`src/rtl/project1_alu_top.sv`:
```
// Registered signed ALU (add, sub, mul, div) with four active-low seven-segment
// digits showing either the operand magnitudes or the magnitudes of the two result halves.
module project1_alu_top #(
  parameter int WIDTH = 6
) (
  input  logic                 clk,
  input  logic                 rst,
  input  logic [WIDTH-1:0]     a,
  input  logic [WIDTH-1:0]     b,
  input  logic [2:0]           sel,
  output logic [2*WIDTH-1:0]   out,
  output logic [6:0]           seg_a_1,
  output logic [6:0]           seg_a_10,
  output logic [6:0]           seg_b_1,
  output logic [6:0]           seg_b_10,
  output logic                 overflow
);

  localparam int OW = 2 * WIDTH;
  localparam logic [WIDTH:0] TEN = (WIDTH+1)'(10);
  localparam logic [WIDTH:0] ONE_EXT = (WIDTH+1)'(1);

  // Magnitude of a signed WIDTH-bit value; one extra bit so the most negative value fits.
  function automatic logic [WIDTH:0] mag_of(input logic [WIDTH-1:0] v);
    logic [WIDTH:0] ext;
    ext = {v[WIDTH-1], v};
    if (v[WIDTH-1]) begin
      mag_of = ~ext + ONE_EXT;
    end else begin
      mag_of = ext;
    end
  endfunction

  function automatic logic [3:0] ones_of(input logic [WIDTH:0] m);
    logic [WIDTH:0] r;
    r = m % TEN;
    ones_of = r[3:0];
  endfunction

  function automatic logic [3:0] tens_of(input logic [WIDTH:0] m);
    logic [WIDTH:0] r;
    r = (m / TEN) % TEN;
    tens_of = r[3:0];
  endfunction

  // Active-low segment pattern, bit6..bit0 = g..a; non-decimal codes blank the digit.
  function automatic logic [6:0] seg_encode(input logic [3:0] d);
    case (d)
      4'd0:    seg_encode = 7'b1000000;
      4'd1:    seg_encode = 7'b1111001;
      4'd2:    seg_encode = 7'b0100100;
      4'd3:    seg_encode = 7'b0110000;
      4'd4:    seg_encode = 7'b0011001;
      4'd5:    seg_encode = 7'b0010010;
      4'd6:    seg_encode = 7'b0000010;
      4'd7:    seg_encode = 7'b1111000;
      4'd8:    seg_encode = 7'b0000000;
      4'd9:    seg_encode = 7'b0010000;
      default: seg_encode = 7'b1111111;
    endcase
  endfunction

  logic [WIDTH:0]   a_ext_s;
  logic [WIDTH:0]   b_ext_s;
  logic [WIDTH:0]   sum_s;
  logic [WIDTH:0]   diff_s;
  logic [OW-1:0]    a_wide_s;
  logic [OW-1:0]    b_wide_s;
  logic [OW-1:0]    prod_s;
  logic [WIDTH:0]   mag_a_s;
  logic [WIDTH:0]   mag_b_s;
  logic [WIDTH:0]   divisor_s;
  logic [WIDTH:0]   q_mag_s;
  logic [WIDTH:0]   r_mag_s;
  logic [WIDTH:0]   q_signed_s;
  logic [WIDTH:0]   r_signed_s;
  logic             div_zero_s;
  logic             div_ovf_s;
  logic [OW-1:0]    res_s;
  logic             ovf_s;

  // Arithmetic datapath: all four functions evaluated in parallel each cycle.
  always_comb begin
    a_ext_s  = {a[WIDTH-1], a};
    b_ext_s  = {b[WIDTH-1], b};
    sum_s    = a_ext_s + b_ext_s;
    diff_s   = a_ext_s - b_ext_s;
    a_wide_s = {{WIDTH{a[WIDTH-1]}}, a};
    b_wide_s = {{WIDTH{b[WIDTH-1]}}, b};
    prod_s   = a_wide_s * b_wide_s;

    // Divide on magnitudes then restore signs: truncation toward zero, remainder follows dividend.
    mag_a_s    = mag_of(a);
    mag_b_s    = mag_of(b);
    div_zero_s = (b == {WIDTH{1'b0}});
    div_ovf_s  = (a == {1'b1, {(WIDTH-1){1'b0}}}) && (b == {WIDTH{1'b1}});
    if (div_zero_s) begin
      divisor_s = ONE_EXT;
    end else begin
      divisor_s = mag_b_s;
    end
    q_mag_s = mag_a_s / divisor_s;
    r_mag_s = mag_a_s % divisor_s;
    if (a[WIDTH-1] ^ b[WIDTH-1]) begin
      q_signed_s = ~q_mag_s + ONE_EXT;
    end else begin
      q_signed_s = q_mag_s;
    end
    if (a[WIDTH-1]) begin
      r_signed_s = ~r_mag_s + ONE_EXT;
    end else begin
      r_signed_s = r_mag_s;
    end
  end

  // Function select and overflow rules.
  always_comb begin
    res_s = {OW{1'b0}};
    ovf_s = 1'b0;
    case (sel[1:0])
      2'b00: begin
        res_s = {{WIDTH{sum_s[WIDTH-1]}}, sum_s[WIDTH-1:0]};
        ovf_s = sum_s[WIDTH] ^ sum_s[WIDTH-1];
      end
      2'b01: begin
        res_s = {{WIDTH{diff_s[WIDTH-1]}}, diff_s[WIDTH-1:0]};
        ovf_s = diff_s[WIDTH] ^ diff_s[WIDTH-1];
      end
      2'b10: begin
        res_s = prod_s;
        ovf_s = 1'b0;
      end
      2'b11: begin
        if (div_zero_s) begin
          res_s = {{WIDTH{1'b1}}, a};
          ovf_s = 1'b1;
        end else if (div_ovf_s) begin
          res_s = {1'b1, {(OW-1){1'b0}}};
          ovf_s = 1'b1;
        end else begin
          res_s = {q_signed_s[WIDTH-1:0], r_signed_s[WIDTH-1:0]};
          ovf_s = 1'b0;
        end
      end
      default: begin
        res_s = {OW{1'b0}};
        ovf_s = 1'b0;
      end
    endcase
  end

  // Result and flag registers; reset wins over any computation.
  always_ff @(posedge clk) begin
    if (rst) begin
      out      <= {OW{1'b0}};
      overflow <= 1'b0;
    end else begin
      out      <= res_s;
      overflow <= ovf_s;
    end
  end

  logic [WIDTH-1:0] disp_a_s;
  logic [WIDTH-1:0] disp_b_s;
  logic [WIDTH:0]   disp_mag_a_s;
  logic [WIDTH:0]   disp_mag_b_s;

  // Display path: only sel[2] steers it, so a bad choose never reaches out/overflow.
  always_comb begin
    if (sel[2]) begin
      disp_a_s = out[OW-1:WIDTH];
      disp_b_s = out[WIDTH-1:0];
    end else begin
      disp_a_s = a;
      disp_b_s = b;
    end
    disp_mag_a_s = mag_of(disp_a_s);
    disp_mag_b_s = mag_of(disp_b_s);
    seg_a_1  = seg_encode(ones_of(disp_mag_a_s));
    seg_a_10 = seg_encode(tens_of(disp_mag_a_s));
    seg_b_1  = seg_encode(ones_of(disp_mag_b_s));
    seg_b_10 = seg_encode(tens_of(disp_mag_b_s));
  end

endmodule

```
`config.mk`:
```
export PLATFORM = sky130hd
export DESIGN_NAME = project1_alu_top
export DESIGN_NICKNAME = d
export VERILOG_FILES = /design/src/rtl/project1_alu_top.sv
export SDC_FILE = /design/constraint.sdc
export NUM_CORES = 1
export LEC_CHECK = 0
export BUFFER_PORTS_ARGS = -buffer_cell sky130_fd_sc_hd__buf_2
export CORE_UTILIZATION = 52
export DETAILED_ROUTE_END_ITERATION = 10
export PLACE_DENSITY = 0.71
export RECOVER_POWER = 50
export SLEW_MARGIN = 30
export SYNTH_ARGS = -nofsm -noshare
export SYNTH_HDL_FRONTEND = slang
export SYNTH_SLANG_ARGS = --single-unit
```
`constraint.sdc`:
```
create_clock -name clk -period 12.2 [get_ports clk]
set_clock_uncertainty 0.2 [all_clocks]
set_input_delay 1.22 -clock clk [delete_from_list [all_inputs] [get_ports clk]]
set_output_delay 1.22 -clock clk [all_outputs]
set_load 0.01 [all_outputs]
```
# Word-level counts from Yosys, hierarchy flattened
# Memory sizes are Yosys's and may differ from the RTL's.
# Cells that the tools add are included.
# totals
wordCells,55
mem_bits_ro,448
n_memories,4
register_bits,13
out_inout_bits,41
# op_classes
reduce_logical,3
eq_ne,5
n_mul,1
n_div,8
bitwise,9
n_mux,15
addsub,8
# memory_table
memory,words,width,rd,rd_ports_with_merged_regs,wr,line_no,source
(no name shown),16,7,1,0,0,48,case (d)
(no name shown),16,7,1,0,0,48,
(no name shown),16,7,1,0,0,48,
(no name shown),16,7,1,0,0,48,
# op_table
op,count
12-bit one-hot mux with 4 select lines,1
7-bit 2-to-1 mux,5
"7-bit by 1-bit adder with 7-bit output, second input constant",4
"7-bit by 4-bit modulo with 7-bit output, second input constant",4
7-bit NOT,4
12-bit 2-to-1 mux,2
6-bit 2-to-1 mux,4
"7-bit by 4-bit divider with 7-bit output, second input constant",2
"6-bit by 1-bit adder with 6-bit output, second input constant",2
"6-bit == test, second input constant",2
6-bit by 6-bit multiplier with 12-bit output,1
6-bit NOT,2
6-bit by 6-bit adder with 7-bit output,1
7-bit by 7-bit divider with 7-bit output,1
7-bit by 7-bit modulo with 7-bit output,1
6-bit by 6-bit subtractor with 7-bit output,1
6-bit zero test,1
"2-bit == test, second input constant",2
1-bit one-hot mux with 4 select lines,1
1-bit bitwise XOR,3
"2-bit by 1-bit == test with 1-bit output, second input constant",1
2-bit zero test,1
1-bit 2-to-1 mux,2
1-bit logical AND,1

# Depth between registers and ports, before layout
# logic_depth
word_depth,11
ltp_mapped,53

# Worst setup path after synthesis
# OpenSTA, ideal clock, no wires.
# synth_timing
kind,input to register
from,input port b[0]
to,register out[4]
setup_ns,0.095
t_required_ns,11.905
t_arrival_ns,11.561
path_slack_ns,0.344
path_buffers,2
stages,48
path_cell_list,clkbuf_1 -> inv_1 -> ha_1 -> or4b_4 -> o21ai_2 -> inv_1 -> ha_1 -> o21a_1 -> o21ai_0 -> o41ai_1 -> ha_1 -> nand2_1 -> o21ai_0 -> nand4_4 -> mux2i_4 -> ha_1 -> o211ai_1 -> a21boi_0 -> [12 not listed] -> and3b_1 -> o21ai_2 -> inv_1 -> mux2_2 -> inv_1 -> ha_1 -> nor2b_1 -> o31a_1 -> o31ai_1 -> a21oi_2 -> inv_2 -> mux2_2 -> ha_1 -> a31oi_1 -> o21ai_0 -> xnor2_1 -> nand3_1 -> a221oi_1
# synth_between
elab_chain_cells,11
# synth_lines
item,line_no,source
from (decl),9,"input logic [WIDTH-1:0] b,"
7-bit NOT,28,mag_of = ~ext + ONE_EXT;
7-bit by 1-bit adder with 7-bit output,28,
7-bit 2-to-1 mux,27,if (v[WIDTH-1]) begin
7-bit 2-to-1 mux,97,if (div_zero_s) begin
7-bit by 7-bit modulo with 7-bit output,103,r_mag_s = mag_a_s % divisor_s;
6-bit NOT,110,r_signed_s = ~r_mag_s + ONE_EXT;
6-bit by 1-bit adder with 6-bit output,110,
6-bit 2-to-1 mux,109,if (a[WIDTH-1]) begin
12-bit 2-to-1 mux,137,end else if (div_ovf_s) begin
12-bit 2-to-1 mux,134,if (div_zero_s) begin
12-bit one-hot mux with 4 select lines *,120,case (sel[1:0])
to (signal assigned),155,out <= {OW{1'b0}};
to (signal assigned),158,out <= res_s;
to (decl),11,"output logic [2*WIDTH-1:0] out,"
# Mark *: on every way between the ends. The rest lies on a longest branch, timed or not.
# A chain may end at the register's enable or synchronous reset.

# Final worst setup path
# layout_timing
from,input port b[1]
to,register out[2]
# Same word-level chain as after synthesis.

==> out/metrics.cfg <==
[synth]
synth_edf_count = 0
synth_adder_area_share_pct = 28.11
ys_ff_latch = 13
synth_top_cell_area_share_pct = 18.95
synth-compound-area-share_pct = 24.83
synth_warnings = 0
yosysMostFrequentCell = ha_1
synth-simple-area-share_pct = 20.23
yosysSeqAreaShare_pct = 4.106
synth_xor_area_share_pct = 7.600
synthFlopType = dfxtp_1
netlist_top_cells_area = ha_1 (19%), fa_1 (9.2%), xnor2_1 (5.1%), nand2_1 (4.9%), inv_1 (4.6%)
synth_cells = 829
synth_mux_area_share_pct = 7.205
syn_area_per_cell_sq_um = 7.646
async_flop_share_pct = 0
synth_area_sq_um = 6339
yosysTopAreaCell = ha_1
synth_top_family_by_area = adder cells
ys_top_cells_by_count = ha_1 (96), nand2_1 (83), inv_1 (78)
ys_types = 92

[clock_tree]
cts_sinks = 13
clock_path_buffers = 2
cts-hold-fix-buffers = 0
cts.htree.levels = 1
cts.root.buffer_cell = clkbuf_16
cts_buffers = 3
tritoncts = done
path_clk_slew_ns = 0.04

[pwr]
power_density_nw_per_um2 = 280.5
peakVddDrop_mv = 0.1572
leakage_uw = 0.003210

[final_layout]
layout.cells.non_filler = 1023
layout-drive-gt1-share_pct = 12.61
antenna_cells = 0
nNetsFinal = 1023
areaGrowthSynthToFinish_pct = 8.330
fill_cells = 1120

[grt]
antenna_found_initial = 0
grt_usage_pct = 27.10
grt_pass1_vias = 5975
grt_max_degree = 27
overflow = 0
grt_pass1_wl_um = 28190

[sta]
setup_viol = 0
maxSlewViolCount = 0
post-route-period-util_pct = 95.90
worst_slew_pin_slew_ns = 1.469
fmax_mhz = 85.47
hold_viol_final = 0
worst_hold_slack_ns = 1.124
relSlewSlack_pct = 2.044
final.min_clock_period_ns = 11.70

[critical_path]
crit_buf_inv = 7
required_ns = 12.12
critPathLaunchType = input port
critPathKind = in -> reg
setup.worst_path.end_class = flip-flop
slowest_delay_ns = 0.52
worstPathMaxFanout = 10
cp.arrival_ns = 11.62
critPathTopFamily = compound AO/OA/AOI/OAI gates
cp_num_cells = 49
path_common_cell = ha_1
cpMaxStageDelayCell = or4b_4

[drt]
wirelength_um = 17220
top_layer = met4
viasPerCell = 6.017
dr_wl_met3_um = 805
num_vias = 6155
drtPass1Iterations = 7
drtAntennaViolNets = 0
wl_met2_um = 8188
wire_per_inst_um = 16.83
drtIter0Drc = 537
wirelength_met1_um = 7933
drc = 0

[placed_design]
dp_hpwl_um = 13940
numPortBuffers = 57
gp_routability_congestion = 0.9964
dp.cells = 1016

[floorplan]
start_util_pct = 54.35
die_y_um = 112.4
row_count = 39
coreArea_sq_um = 11660
io_pins = 58
die_area_sq_um = 12630
die_x_um = 112.4

[job]
drv_cap = 0

[outcome]
status = finished, final reports clean

[worst_hold_path]
hp-class = in -> reg
hold_depth = 2

stage by stage:
stage	setup TNS (ns)	total power (uW)	instance area [sq um]	util [%]	setup slack (ns)
after floorplan	0	1434	6346	-	0.3440
after global placement	0	1801	6773	58.07	0.2201
after detailed placement	-0.5065	1849	6773	58.07	-0.3112
after CTS	0	1921	6853	58.76	0.04047
after global routing	-0.02606	2133	6867	58.88	-0.01364
final	0	1926	6867	58.88	0.4998
flip-flops by register name, indices dropped and copies added, names as in the netlist:
| register | count |
|---|---|
| out | 12 |
| overflow | 1 |
cell type report:
cell class / instances / area (sq um) / area share (%)
Clock inverter: 1 / 5.005 / 0.07289
Sequential cell: 13 / 260.3 / 3.790
Multi-Input combinational cell: 701 / 5614 / 81.76
Inverter: 83 / 317.8 / 4.628
Clock buffer: 3 / 75.07 / 1.093
Timing Repair Buffer: 79 / 415.4 / 6.050
Tap cell: 143 / 178.9 / 2.606
cell usage in the layout, fill, tap and decap left out, types with 12 or more instances in the layout:
master,instances
fa_1,29
nor2_1,64
o21ai_0,35
buf_2,32
a31oi_1,14
dfxtp_1,13
ha_1,96
xor2_1,18
nor3_1,12
nand2_1,83
mux2i_1,21
nand3_1,18
clkbuf_1,26
xnor2_1,37
buf_4,21
inv_1,77
nand2b_1,15
a21oi_1,49
cell families after synthesis:
| kind of cell | Yosys count |
|---|---|
| AND/OR/NAND/NOR | 253 |
| AO/OA/AOI/OAI | 224 |
| adder cells (fa/ha/maj) | 125 |
| buffers and inverters | 117 |
| XOR/XNOR | 55 |
| multiplexers | 40 |
| flip-flops | 13 |
| other | 2 |
path summary, 6_finish.rpt:
path  from        to  slack, ns
max   b[1]    out[2]       0.50
min    rst  overflow       1.12
repair_timing:
item | CTS | global route
gates cloned | 0 | 0
buffers inserted | 0 | 3
resized for setup | 1 | 10
endpoints found under the setup margin | 1 | 10
pin swaps | 0 | 1
power breakdown:
group / switching (uW) / internal (uW) / total, uW
Sequential: 15.5 / 55.9 / 71.3
Combinational: 1020 / 779 / 1790
Clock: 16.4 / 43.4 / 59.8
metal layers:
layer,GRT usage [%],vias up
met2,48.16,195
met1,36.31,2903
met3,0.7559,24
li1,-,3033
met5,0,-
met4,6.933,0
No activity file was read; power rests on OpenSTA's default activity.
